File: src/rtl/sram_like_arbiter_if.sv
// Sram-like request/response bundle shared by the instruction, data and memory sides of the arbiter.
// The requester drives the master modport and the responder drives the slave modport.
interface sram_like_arbiter_if;
  logic        req;
  logic        wr;
  logic [1:0]  size;
  logic [31:0] addr;
  logic [31:0] wdata;
  logic        addr_ok;
  logic        data_ok;
  logic [31:0] rdata;

  modport master (
    output req, wr, size, addr, wdata,
    input  addr_ok, data_ok, rdata
  );

  modport slave (
    input  req, wr, size, addr, wdata,
    output addr_ok, data_ok, rdata
  );
endinterface

File: src/rtl/sram_like_arbiter.sv
// Two-requester sram-like arbiter: instruction and data ports share one memory port,
// with at most one transaction in flight and alternating grants under contention.
//
// state | meaning
// IDLE  | no transaction; arbitrate and latch the winner's request
// ADDR  | m_req high with latched wr/size/addr/wdata, waiting for m_addr_ok
// WAIT  | address accepted, waiting for m_data_ok
module sram_like_arbiter (
  input logic                clk,
  input logic                rst,
  sram_like_arbiter_if.slave  inst,
  sram_like_arbiter_if.slave  data,
  sram_like_arbiter_if.master m
);

  typedef enum logic [1:0] {
    IDLE = 2'd0,
    ADDR = 2'd1,
    WAIT = 2'd2
  } state_t;

  state_t      state_q, state_d;
  logic        owner_data_q, owner_data_d;
  logic        last_data_q, last_data_d;
  logic        m_req_q, m_req_d;
  logic        m_wr_q, m_wr_d;
  logic [1:0]  m_size_q, m_size_d;
  logic [31:0] m_addr_q, m_addr_d;
  logic [31:0] m_wdata_q, m_wdata_d;
  logic [31:0] inst_rdata_q, inst_rdata_d;
  logic [31:0] data_rdata_q, data_rdata_d;

  logic addr_hit;
  logic done_hit;
  logic pick_data;
  logic addr_pulse;
  logic done_pulse;

  // Data normally wins; instruction wins a tie only when data took the previous grant.
  assign pick_data = data.req && !(inst.req && last_data_q);

  assign addr_hit = (state_q == ADDR) && m.addr_ok;
  assign done_hit = (addr_hit && m.data_ok) || ((state_q == WAIT) && m.data_ok);

  // Pulses are suppressed while rst is high so an abandoned transaction never completes.
  assign addr_pulse = addr_hit && !rst;
  assign done_pulse = done_hit && !rst;

  always_comb begin
    state_d      = state_q;
    owner_data_d = owner_data_q;
    last_data_d  = last_data_q;
    m_req_d      = m_req_q;
    m_wr_d       = m_wr_q;
    m_size_d     = m_size_q;
    m_addr_d     = m_addr_q;
    m_wdata_d    = m_wdata_q;
    inst_rdata_d = inst_rdata_q;
    data_rdata_d = data_rdata_q;

    case (state_q)
      IDLE: begin
        if (pick_data) begin
          owner_data_d = 1'b1;
          last_data_d  = 1'b1;
          m_wr_d       = data.wr;
          m_size_d     = data.size;
          m_addr_d     = data.addr;
          m_wdata_d    = data.wdata;
          m_req_d      = 1'b1;
          state_d      = ADDR;
        end else if (inst.req) begin
          owner_data_d = 1'b0;
          last_data_d  = 1'b0;
          m_wr_d       = 1'b0;
          m_size_d     = 2'd2;
          m_addr_d     = inst.addr;
          m_wdata_d    = 32'd0;
          m_req_d      = 1'b1;
          state_d      = ADDR;
        end
      end
      ADDR: begin
        if (m.addr_ok) begin
          m_req_d = 1'b0;
          state_d = m.data_ok ? IDLE : WAIT;
        end
      end
      WAIT: begin
        if (m.data_ok) begin
          state_d = IDLE;
        end
      end
      default: begin
        m_req_d = 1'b0;
        state_d = IDLE;
      end
    endcase

    if (done_hit) begin
      if (owner_data_q) begin
        data_rdata_d = m.rdata;
      end else begin
        inst_rdata_d = m.rdata;
      end
    end
  end

  always_ff @(posedge clk) begin
    if (rst) begin
      state_q      <= IDLE;
      owner_data_q <= 1'b0;
      last_data_q  <= 1'b0;
      m_req_q      <= 1'b0;
      m_wr_q       <= 1'b0;
      m_size_q     <= 2'd0;
      m_addr_q     <= 32'd0;
      m_wdata_q    <= 32'd0;
      inst_rdata_q <= 32'd0;
      data_rdata_q <= 32'd0;
    end else begin
      state_q      <= state_d;
      owner_data_q <= owner_data_d;
      last_data_q  <= last_data_d;
      m_req_q      <= m_req_d;
      m_wr_q       <= m_wr_d;
      m_size_q     <= m_size_d;
      m_addr_q     <= m_addr_d;
      m_wdata_q    <= m_wdata_d;
      inst_rdata_q <= inst_rdata_d;
      data_rdata_q <= data_rdata_d;
    end
  end

  assign m.req   = m_req_q;
  assign m.wr    = m_wr_q;
  assign m.size  = m_size_q;
  assign m.addr  = m_addr_q;
  assign m.wdata = m_wdata_q;

  assign inst.addr_ok = addr_pulse && !owner_data_q;
  assign data.addr_ok = addr_pulse && owner_data_q;
  assign inst.data_ok = done_pulse && !owner_data_q;
  assign data.data_ok = done_pulse && owner_data_q;

  // Read data passes straight through on the completing cycle, otherwise holds the last delivery.
  assign inst.rdata = (done_pulse && !owner_data_q) ? m.rdata : inst_rdata_q;
  assign data.rdata = (done_pulse && owner_data_q) ? m.rdata : data_rdata_q;

endmodule

File: src/flat_wrapper.sv
// flat-port wrapper written by rule: the top's interface ports become plain ports
module sram_like_arbiter_flat 
  (clk, rst, inst_req, inst_wr, inst_size, inst_addr, inst_wdata, inst_addr_ok, inst_data_ok, inst_rdata, data_req, data_wr, data_size, data_addr, data_wdata, data_addr_ok, data_data_ok, data_rdata, m_req, m_wr, m_size, m_addr, m_wdata, m_addr_ok, m_data_ok, m_rdata);
  sram_like_arbiter_if inst_i ();
  sram_like_arbiter_if data_i ();
  sram_like_arbiter_if m_i ();
  input logic clk;
  input logic rst;
  input wire logic [$bits(inst_i.req)-1:0] inst_req;
  input wire logic [$bits(inst_i.wr)-1:0] inst_wr;
  input wire logic [$bits(inst_i.size)-1:0] inst_size;
  input wire logic [$bits(inst_i.addr)-1:0] inst_addr;
  input wire logic [$bits(inst_i.wdata)-1:0] inst_wdata;
  output wire logic [$bits(inst_i.addr_ok)-1:0] inst_addr_ok;
  output wire logic [$bits(inst_i.data_ok)-1:0] inst_data_ok;
  output wire logic [$bits(inst_i.rdata)-1:0] inst_rdata;
  input wire logic [$bits(data_i.req)-1:0] data_req;
  input wire logic [$bits(data_i.wr)-1:0] data_wr;
  input wire logic [$bits(data_i.size)-1:0] data_size;
  input wire logic [$bits(data_i.addr)-1:0] data_addr;
  input wire logic [$bits(data_i.wdata)-1:0] data_wdata;
  output wire logic [$bits(data_i.addr_ok)-1:0] data_addr_ok;
  output wire logic [$bits(data_i.data_ok)-1:0] data_data_ok;
  output wire logic [$bits(data_i.rdata)-1:0] data_rdata;
  output wire logic [$bits(m_i.req)-1:0] m_req;
  output wire logic [$bits(m_i.wr)-1:0] m_wr;
  output wire logic [$bits(m_i.size)-1:0] m_size;
  output wire logic [$bits(m_i.addr)-1:0] m_addr;
  output wire logic [$bits(m_i.wdata)-1:0] m_wdata;
  input wire logic [$bits(m_i.addr_ok)-1:0] m_addr_ok;
  input wire logic [$bits(m_i.data_ok)-1:0] m_data_ok;
  input wire logic [$bits(m_i.rdata)-1:0] m_rdata;
  assign inst_i.req = inst_req;
  assign inst_i.wr = inst_wr;
  assign inst_i.size = inst_size;
  assign inst_i.addr = inst_addr;
  assign inst_i.wdata = inst_wdata;
  assign inst_addr_ok = inst_i.addr_ok;
  assign inst_data_ok = inst_i.data_ok;
  assign inst_rdata = inst_i.rdata;
  assign data_i.req = data_req;
  assign data_i.wr = data_wr;
  assign data_i.size = data_size;
  assign data_i.addr = data_addr;
  assign data_i.wdata = data_wdata;
  assign data_addr_ok = data_i.addr_ok;
  assign data_data_ok = data_i.data_ok;
  assign data_rdata = data_i.rdata;
  assign m_req = m_i.req;
  assign m_wr = m_i.wr;
  assign m_size = m_i.size;
  assign m_addr = m_i.addr;
  assign m_wdata = m_i.wdata;
  assign m_i.addr_ok = m_addr_ok;
  assign m_i.data_ok = m_data_ok;
  assign m_i.rdata = m_rdata;
  sram_like_arbiter u_core (.clk(clk), .rst(rst), .inst(inst_i), .data(data_i), .m(m_i));
endmodule
File: config.mk
export PLATFORM = sky130hd
export DESIGN_NAME = sram_like_arbiter_flat
export DESIGN_NICKNAME = d
export VERILOG_FILES = /design/src/rtl/sram_like_arbiter_if.sv /design/src/rtl/sram_like_arbiter.sv /design/src/flat_wrapper.sv
export SDC_FILE = /design/constraint.sdc
export NUM_CORES = 1
export LEC_CHECK = 0
export BUFFER_PORTS_ARGS = -buffer_cell sky130_fd_sc_hd__buf_2
export CELL_PAD_IN_SITES_DETAIL_PLACEMENT = 2
export CELL_PAD_IN_SITES_GLOBAL_PLACEMENT = 2
export CORE_MARGIN = 1
export CORE_UTILIZATION = 23
export DETAILED_ROUTE_END_ITERATION = 8
export GPL_TIMING_DRIVEN = 0
export PLACE_DENSITY_LB_ADDON = 0.1
export SETUP_SLACK_MARGIN = 0.5
export SKIP_CTS_REPAIR_TIMING = 1
export SLEW_MARGIN = 20
export SYNTH_ARGS = -nofsm -noshare
export SYNTH_HDL_FRONTEND = slang
export SYNTH_SLANG_ARGS = --single-unit
File: constraint.sdc
create_clock -name clk -period 1.7 [get_ports clk]
set_clock_uncertainty 0.2 [all_clocks]
set_input_delay 0.085 -clock clk [delete_from_list [all_inputs] [get_ports clk]]
set_output_delay 0.085 -clock clk [all_outputs]
set_load 0.005 [all_outputs]
==> results_dict.tcl, run 1 <==
set metrics [dict create \
    routed_via_density 4.68 \
    htreeDepth 4 \
    whs_path_depth 4 \
    hp-start "inst_req" \
    gp_congestion 0.734 \
    holdPathEnd "u_core.m.addr[31]" \
    synth_area_um2 5470 \
    path_max_fanout 10 \
    gr-usage-all-layers_pct 17.3 \
    maxSlewViolCount 0 \
    synth_warnings 0 \
    status "complete, but fails checks" \
    fin_nets 1154 \
    cts_root_buffer "clkbuf_16" \
    endpoint_kind "output pin" \
    cts_tree "yes" \
    startpoint_type "register" \
    reg2reg_depth 6 \
    required_ps 1410 \
    fin_area_um2 10800 \
    synth_cell_types 36 \
    dieHeight_um 156 \
    grt_pass1_wl_um 32400 \
    holdWs_ps -120 \
    synth_seq_cells 135 \
    slew-limit-headroom_pct 58.8 \
    areaGrowthSynthToFinish_pct 97.1 \
    critPathKind "reg -> out" \
    numCtsBuffers 17 \
    violations "hold timing, setup timing" \
    antenna_found_initial 2 \
    finalPower_w 0.00958 \
    synth_nets 679 \
    grt-ovfl-total 0 \
    wire_per_inst_um 20.3 \
    coreArea_um2 23400 \
    layout-drive-gt1-share_pct 48.5 \
    dp_slack_ps -346 \
    setup_ws_ps -805 \
    rsz0062_at_grt "true" \
    port_buffers 272 \
    clock-sinks 135 \
    min_period_ps 2510 \
    hold_class "in -> reg" \
    finalSetupViolCount 168 \
    dieArea_um2 24400 \
    synth_cells 507 \
    reg2reg_slack_ps -490 \
    reg2reg_to "u_core.inst_rdata_q[2]" \
    rows 56 \
    drt_iter0_markers 188 \
    drc 0 \
    clockBufferDepth 2 \
    start_util_pct 23.4 \
    place_area_um2 7510 \
    vias 6162 \
    fmax_mhz 399 \
    maxCapViolCount 0 \
    ir_drop_mv 0.595 \
    grt_max_degree 17 \
    period_share_pct 147 \
    first_global_vias 5654 \
    ios 308 \
    clock_latency_ps 420 \
    dp_hpwl_um 15600 \
    path_clk_slew_ps 60 \
    crit_arrival_ps 2220 \
    routed_wl_um 26700 \
    tightest_slew_ps 617 \
    power.density_nw_per_um2 889 \
    die_w_um 156 \
    reg2reg_from "u_core.state_q[1]" \
    dr.pass1.iters 4 \
    drtAntennaViolNets 0 \
    synth.avg_cell_area_um2 10.8 \
    hold_viol_final 1 \
    ys_seq_area_share_pct 49.4 \
    leakagePower_nw 5.00 \
]
cell families (layout without fill, tap and decap cells):
| group | count (synthesis) | after routing | share of synthesized area (%) |
|---|---|---|---|
| flops | 135 | 135 | 49.4 |
| other cells | 0 | 2 | 0 |
| compound gates | 177 | 177 | 26.3 |
| mux | 64 | 64 | 13.9 |
| simple gates | 80 | 80 | 5.99 |
| buf+inv | 51 | 539 | 4.50 |
critical path, cell delays in order (launching register included):
cell	delay [ps]
dfxtp_4	350
nand3b_1	280
a211oi_2	340
buf_6	200
buf_12	150
mux2_1	350
buf_2	140
how the worst max path moves through the flow:
stage,startpoint,end,slack (ps),depth (start not counted)
2_1_floorplan,u_core.state_q[1],data_rdata[14],-10,5
4_1_cts,u_core.state_q[1],data_rdata[26],-810,6
3_3_place_gp,u_core.state_q[1],data_rdata[28],-360,6
6_report,u_core.state_q[1],data_rdata[22],-810,6
3_5_place_dp,u_core.state_q[1],inst_rdata[27],-350,6
5_1_grt,u_core.state_q[1],data_rdata[22],-910,6
state kept, by name, summed over array words and instances (netlist names):
signal	flops
u_core.data_rdata_q	32
u_core.state_q	2
u_core.m.wr	1
u_core.m.addr	32
u_core.m.size	2
u_core.m.wdata	32
u_core.owner_data_q	1
u_core.m.req	1
u_core.inst_rdata_q	32
cell type report:
cell class | count | area [µm²]
Clock buffer | 19 | 433
Multi-Input combinational cell | 321 | 2800
Clock inverter | 13 | 218
Inverter | 3 | 18.8
Tap cell | 319 | 399
Buffer | 48 | 542
Sequential cell | 135 | 2710
Fill cell | 2446 | 12600
Timing Repair Buffer | 456 | 3650
Antenna cell | 2 | 5.00
layout by cell type (no fill, tap or decap), drive strengths merged:
| cell type | Yosys | final |
|---|---|---|
| a2111oi | 1 | 1 |
| buf | 23 | 344 |
| a22o | 98 | 98 |
| mux2 | 64 | 64 |
| nor3 | 1 | 1 |
| a21boi | 1 | 1 |
| bufinv | 0 | 5 |
| clkbuf | 25 | 45 |
| nor2b | 1 | 1 |
| nand3b | 1 | 1 |
| inv | 3 | 7 |
| o21ai | 1 | 1 |
| a22oi | 1 | 1 |
| a31o | 1 | 1 |
| o311ai | 1 | 1 |
| nand2 | 65 | 65 |
| a21bo | 2 | 2 |
| dfxtp | 135 | 135 |
| diode | 0 | 2 |
| or2 | 2 | 2 |
| and2 | 1 | 1 |
| nand2b | 2 | 2 |
| o221a | 1 | 1 |
| and3 | 1 | 1 |
| dlygate4sd3 | 0 | 134 |
| and3b | 1 | 1 |
| a211oi | 1 | 1 |
| a21oi | 36 | 36 |
| nor2 | 5 | 5 |
| clkinv | 0 | 3 |
| a311oi | 32 | 32 |
| o211ai | 1 | 1 |
| clkinvlp | 0 | 1 |
cells in the mapped netlist (all sizes together):
| library cell | count | area [µm²] |
|---|---|---|
| nand2b | 2 | 12.5 |
| a22oi | 1 | 7.51 |
| and2 | 1 | 6.26 |
| nor3 | 1 | 5.00 |
| a211oi | 1 | 7.51 |
| o221a | 1 | 11.3 |
| a21boi | 1 | 7.51 |
| a311oi | 32 | 280 |
| o21ai | 1 | 5.00 |
| clkbuf | 25 | 93.8 |
| a22o | 98 | 858 |
| dfxtp | 135 | 2700 |
| o211ai | 1 | 21.3 |
| nand3b | 1 | 7.51 |
| nor2b | 1 | 6.26 |
| mux2 | 64 | 758 |
| a21oi | 36 | 184 |
| nand2 | 65 | 244 |
| o311ai | 1 | 16.3 |
| buf | 23 | 141 |
| and3b | 1 | 8.76 |
| inv | 3 | 11.3 |
| a21bo | 2 | 20.0 |
| and3 | 1 | 6.26 |
| or2 | 2 | 12.5 |
| a2111oi | 1 | 8.76 |
| a31o | 1 | 8.76 |
| nor2 | 5 | 18.8 |
per-stage QoR:
step	TNS (ps)	util [%]	cells	hold WS, ps
after floorplan	-253	-	507	-6.05
after global placement	-26640	32.1	1098	112
after detailed placement	-29240	32.1	1098	113
after CTS	-61650	34.9	1130	-333
after global routing	-81740	46.1	1315	-95.8
final	-69020	46.1	1316	-120
metal layers:
layer / share of wire [%] / GRT usage [%] / wire (µm) / vias to the layer above
li1: - / - / - / 2873
met1: 41 / 21.4 / 11000 / 3067
met2: 52 / 29.3 / 14000 / 187
met3: 4.3 / 3.41 / 1140 / 35
met4: 2.4 / 6.86 / 634 / 0
met5: 0 / 0 / 0 / -
power by group:
group          switching (W)  internal, W
logic               0.000812      0.00109
registers           0.000126      0.00336
clock network        0.00156      0.00263
No activity file was read; power rests on OpenSTA's default activity.
==> run 2: changes to the inputs <==
--- a/config.mk
+++ b/config.mk
@@ -12,6 +12,7 @@
 export CORE_UTILIZATION = 23
 export DETAILED_ROUTE_END_ITERATION = 8
 export GPL_TIMING_DRIVEN = 0
+export MAX_ROUTING_LAYER = met4
 export PLACE_DENSITY_LB_ADDON = 0.1
 export SETUP_SLACK_MARGIN = 0.5
 export SKIP_CTS_REPAIR_TIMING = 1
==> results_dict.tcl, run 2 (synthesis results as in run 1) <==
set metrics [dict create \
    crit_buf_inv 3 \
    startpoint_type "register" \
    clock_latency_ps 420 \
    clock-sinks 135 \
    grt_pass1_wl_um 32400 \
    numCtsBuffers 17 \
    maxCapViolCount 0 \
    mostFrequentLayoutCells "buf_2, dlygate4sd3_1, dfxtp_1, a22o_1, buf_6" \
    die_w_um 156 \
    violations "hold timing, setup timing" \
    cts_root_buffer "clkbuf_16" \
    period_share_pct 148 \
    fmax_mhz 397 \
    final_common_cell "buf_2" \
    antenna_found_initial 3 \
    regArea_um2 2750 \
    leakagePower_nw 5.03 \
    reg2reg_slack_ps -510 \
    placed_cells 1098 \
    fin_cells 1320 \
    power.density_nw_per_um2 884 \
    drc 0 \
    layout-drive-gt1-share_pct 51.6 \
    drtAntennaViolNets 0 \
    dieHeight_um 156 \
    wire_per_inst_um 20.4 \
    critPathKind "reg -> out" \
    path_max_fanout 10 \
    wl_met3_um 1080 \
    areaGrowthSynthToFinish_pct 98.9 \
    ir_drop_mv 0.589 \
    cts_tree "yes" \
    vias 6197 \
    finalSetupViolCount 175 \
    hold_class "in -> reg" \
    slowest_stage "a211oi_2" \
    maxSlewViolCount 0 \
    slowest_delay_ps 350 \
    dieArea_um2 24400 \
    tightest_slew_ps 670 \
    first_global_vias 5659 \
    rsz0062_at_grt "true" \
    path_delay_family "buffers and inverters" \
    min_period_ps 2520 \
    coreArea_um2 23400 \
    status "complete, but fails checks" \
    drt_iter0_markers 168 \
    path_clk_slew_ps 60 \
    grt-ovfl-total 0 \
    holdWs_ps -97.1 \
    clockBufferDepth 2 \
    setup_ws_ps -819 \
    met1_length_um 11100 \
    endpoint_kind "output pin" \
    htreeDepth 4 \
    fillers 2416 \
    place_area_um2 7510 \
    dp_hpwl_um 15600 \
    hold_viol_final 1 \
    fin_area_um2 10900 \
    port_buffers 272 \
    cp_cell_sequence "nand3b_1 > a211oi_2 > buf_6 > buf_12 > mux2_1 > buf_2" \
    routed_via_density 4.69 \
    routed_wl_um 26900 \
    dr.pass1.iters 4 \
    required_ps 1410 \
    ios 308 \
    crit_arrival_ps 2230 \
    multi_input_area_um2 2830 \
    wl_met2_um 14100 \
    rows 56 \
    grt_max_degree 17 \
    slew-limit-headroom_pct 55.3 \
    gp_congestion 0.743 \
    start_util_pct 23.4 \
    fin_nets 1157 \
    maxUsedRoutingLayer "met4" \
    gr-usage-all-layers_pct 17.8 \
]
run 2: cell types whose count changed in the layout (fill, tap and decap cells not counted):
cell	previous run	this run
buf_4	30	26
o221a_4	0	1
buf_6	61	69
diode_2	2	3
a21oi_1	29	26
nand2_1	65	64
dfxtp_2	0	25
buf_12	9	8
dfxtp_1	132	107
a21oi_2	6	9
nand2_4	0	1
o221a_2	1	0
run 2: power breakdown:
part,switching [W],leakage (nW),internal (W)
sequential,0.000129,1.11,0.00337
combinational,0.000828,3.61,0.00111
clock,0.00155,0.314,0.00263
total,0.00250,5.03,0.00711
run 2: cell type report:
class                      count  share of cell area [%]
timing repair buffer         459                    34.0
multi-input combinational    321                    26.0
sequential                   135                    25.2
buffer                        48                    4.93
clock buffer                  19                    3.98
tap                          319                    3.67
clock inverter                13                    2.00
inverter                       3                   0.172
antenna                        3                  0.0690
run 2: per-stage QoR:
step	worst slack [ps]	power [W]	util, %	setup TNS (ps)
5_1_grt	-899	0.0100	46.5	-80150
6_report	-819	0.00962	46.5	-69330
3_3_place_gp	-358	0.00475	32.1	-26640
4_1_cts	-813	0.00902	34.9	-61650
3_5_place_dp	-346	0.00480	32.1	-29240
2_1_floorplan	-14.6	0.00417	-	-253
run 2: worst min-delay path, stage by stage:
cell      delay, ps
buf_2           140
a21boi_4        100
nand2_1          70
a311oi_1         80
run 2: metal layers:
metal | up-vias | track usage [%]
met3 | 39 | 3.52
li1 | 2880 | -
met4 | 0 | 6.58
met2 | 189 | 29.4
met5 | - | -
met1 | 3089 | 21.4
run 2: path summary, 6_finish.rpt:
check,endpoint,startpoint,cells after the start
worst max-delay path,data_rdata[22],u_core.state_q[1],6
worst min-delay path,u_core.m.addr[31],inst_req,4
worst max register to register,u_core.inst_rdata_q[13],u_core.state_q[1],6
worst min register to register,u_core.m.wdata[19],u_core.m.wdata[19],1
==> run 3: changes to the inputs <==
--- a/config.mk
+++ b/config.mk
@@ -16,6 +16,7 @@
 export PLACE_DENSITY_LB_ADDON = 0.1
 export SETUP_SLACK_MARGIN = 0.5
 export SKIP_CTS_REPAIR_TIMING = 1
+export SKIP_LAST_GASP = 1
 export SLEW_MARGIN = 20
 export SYNTH_ARGS = -nofsm -noshare
 export SYNTH_HDL_FRONTEND = slang
==> results_dict.tcl, run 3 (synthesis results as in run 1) <==
set metrics [dict create \
    status "complete, but fails checks" \
    ios 308 \
    grt_pass1_wl_um 32400 \
    min_period_ps 2520 \
    final_common_cell "buf_2" \
    clock-sinks 135 \
    routed_wl_um 26500 \
    grt-ovfl-total 0 \
    drt_iter0_markers 149 \
    tightest_slew_ps 582 \
    dieHeight_um 156 \
    crit_arrival_ps 2230 \
    power.density_nw_per_um2 886 \
    hold_viol_final 1 \
    dr.pass1.iters 5 \
    gp_congestion 0.743 \
    htreeDepth 4 \
    first_global_vias 5659 \
    tns_ps -65820 \
    dp_hpwl_um 15600 \
    numCtsBuffers 17 \
    wire_per_inst_um 20.1 \
    cts_root_buffer "clkbuf_16" \
    areaGrowthSynthToFinish_pct 97.8 \
    slowest_delay_ps 360 \
    grt_max_degree 17 \
    violations "hold timing, setup timing" \
    path_delay_family "buffers and inverters" \
    leakagePower_nw 5.02 \
    startpoint_type "register" \
    finalPower_w 0.00959 \
    cp_cell_sequence "nand3b_1 > a211oi_2 > buf_6 > buf_12 > mux2_1 > buf_2" \
    antenna_found_initial 2 \
    cts_tree "yes" \
    rows 56 \
    port_buffers 272 \
    placed_cells 1098 \
    drtAntennaViolNets 0 \
    slowest_stage "mux2_1" \
    layout-drive-gt1-share_pct 51.1 \
    ir_drop_mv 0.430 \
    gr-usage-all-layers_pct 17.8 \
    start_util_pct 23.4 \
    holdWs_ps -95.9 \
    slew-limit-headroom_pct 61.2 \
    endpoint_kind "output pin" \
    coreArea_um2 23400 \
    fmax_mhz 397 \
    path_max_fanout 10 \
    required_ps 1410 \
    vias 6151 \
    clockBufferDepth 2 \
    finalSetupViolCount 172 \
    dieArea_um2 24400 \
    setup_ws_ps -818 \
    crit_buf_inv 3 \
    maxCapViolCount 0 \
    hold_class "in -> reg" \
    fin_cells 1320 \
    rsz0062_at_grt "true" \
    mostFrequentLayoutCells "buf_2, dlygate4sd3_1, dfxtp_1, a22o_1, buf_6" \
    die_w_um 156 \
    path_clk_slew_ps 60 \
    routed_via_density 4.66 \
    critPathKind "reg -> out" \
    period_share_pct 148 \
    maxSlewViolCount 0 \
    fin_nets 1157 \
    clock_latency_ps 420 \
    drc 0 \
]
-- run 3: cell count changes in the layout (fill, tap and decap cells not counted), moves of 2 or more --
| cell | previous run | this run |
|---|---|---|
| buf_6 | 69 | 66 |
| buf_2 | 229 | 232 |
| a21oi_1 | 26 | 28 |
| a21oi_2 | 9 | 7 |
-- run 3: final timing paths --
| path | startpoint | slack [ps] | depth (start not counted) | end |
|---|---|---|---|---|
| max | u_core.state_q[1] | -820 | 6 | data_rdata[22] |
| min | inst_req | -100 | 4 | u_core.m.addr[31] |
| max reg2reg | u_core.state_q[1] | -420 | 6 | u_core.inst_rdata_q[3] |
| min reg2reg | u_core.m.wdata[19] | 270 | 1 | u_core.m.wdata[19] |
-- run 3: tightest hold or removal path, cell delays in order --
cell      delay [ps]
buf_2            140
a21boi_4         100
nand2_1           70
a311oi_1          80
-- run 3: per-layer routing --
metal  wire [µm]  vias to the layer above  GRT usage (%)
li1            -                     2885              -
met1       11000                     3043           21.4
met2       13900                      185           29.4
met3        1040                       38           3.52
met4         586                        0           6.58
met5           0                        -              -
-- run 3: power by group --
part           internal, W  total [W]  switching (W)  leakage [nW]
clock network      0.00263    0.00418        0.00155         0.314
logic              0.00110    0.00191       0.000815          3.59
registers          0.00337    0.00350       0.000123          1.11
total              0.00710    0.00959        0.00249          5.02
-- run 3: layout make-up --
| class | instances | area [µm²] |
|---|---|---|
| fill | 2419 | 12600 |
| timing repair buffer | 459 | 3680 |
| multi-input combinational | 321 | 2790 |
| sequential | 135 | 2750 |
| buffer | 48 | 537 |
| clock buffer | 19 | 433 |
| tap | 319 | 399 |
| clock inverter | 13 | 218 |
| inverter | 3 | 18.8 |
| antenna | 3 | 7.51 |
-- run 3: through the flow --
stage | setup WS [ps] | hold slack [ps] | instance area, µm² | util, %
floorplan | -14.6 | -6.05 | 5750 | -
global placement | -358 | 112 | 7510 | 32.1
detailed placement | -346 | 113 | 7510 | 32.1
CTS | -813 | -333 | 8160 | 34.9
global route | -903 | -78.1 | 10800 | 46.2
finish | -818 | -95.9 | 10800 | 46.2
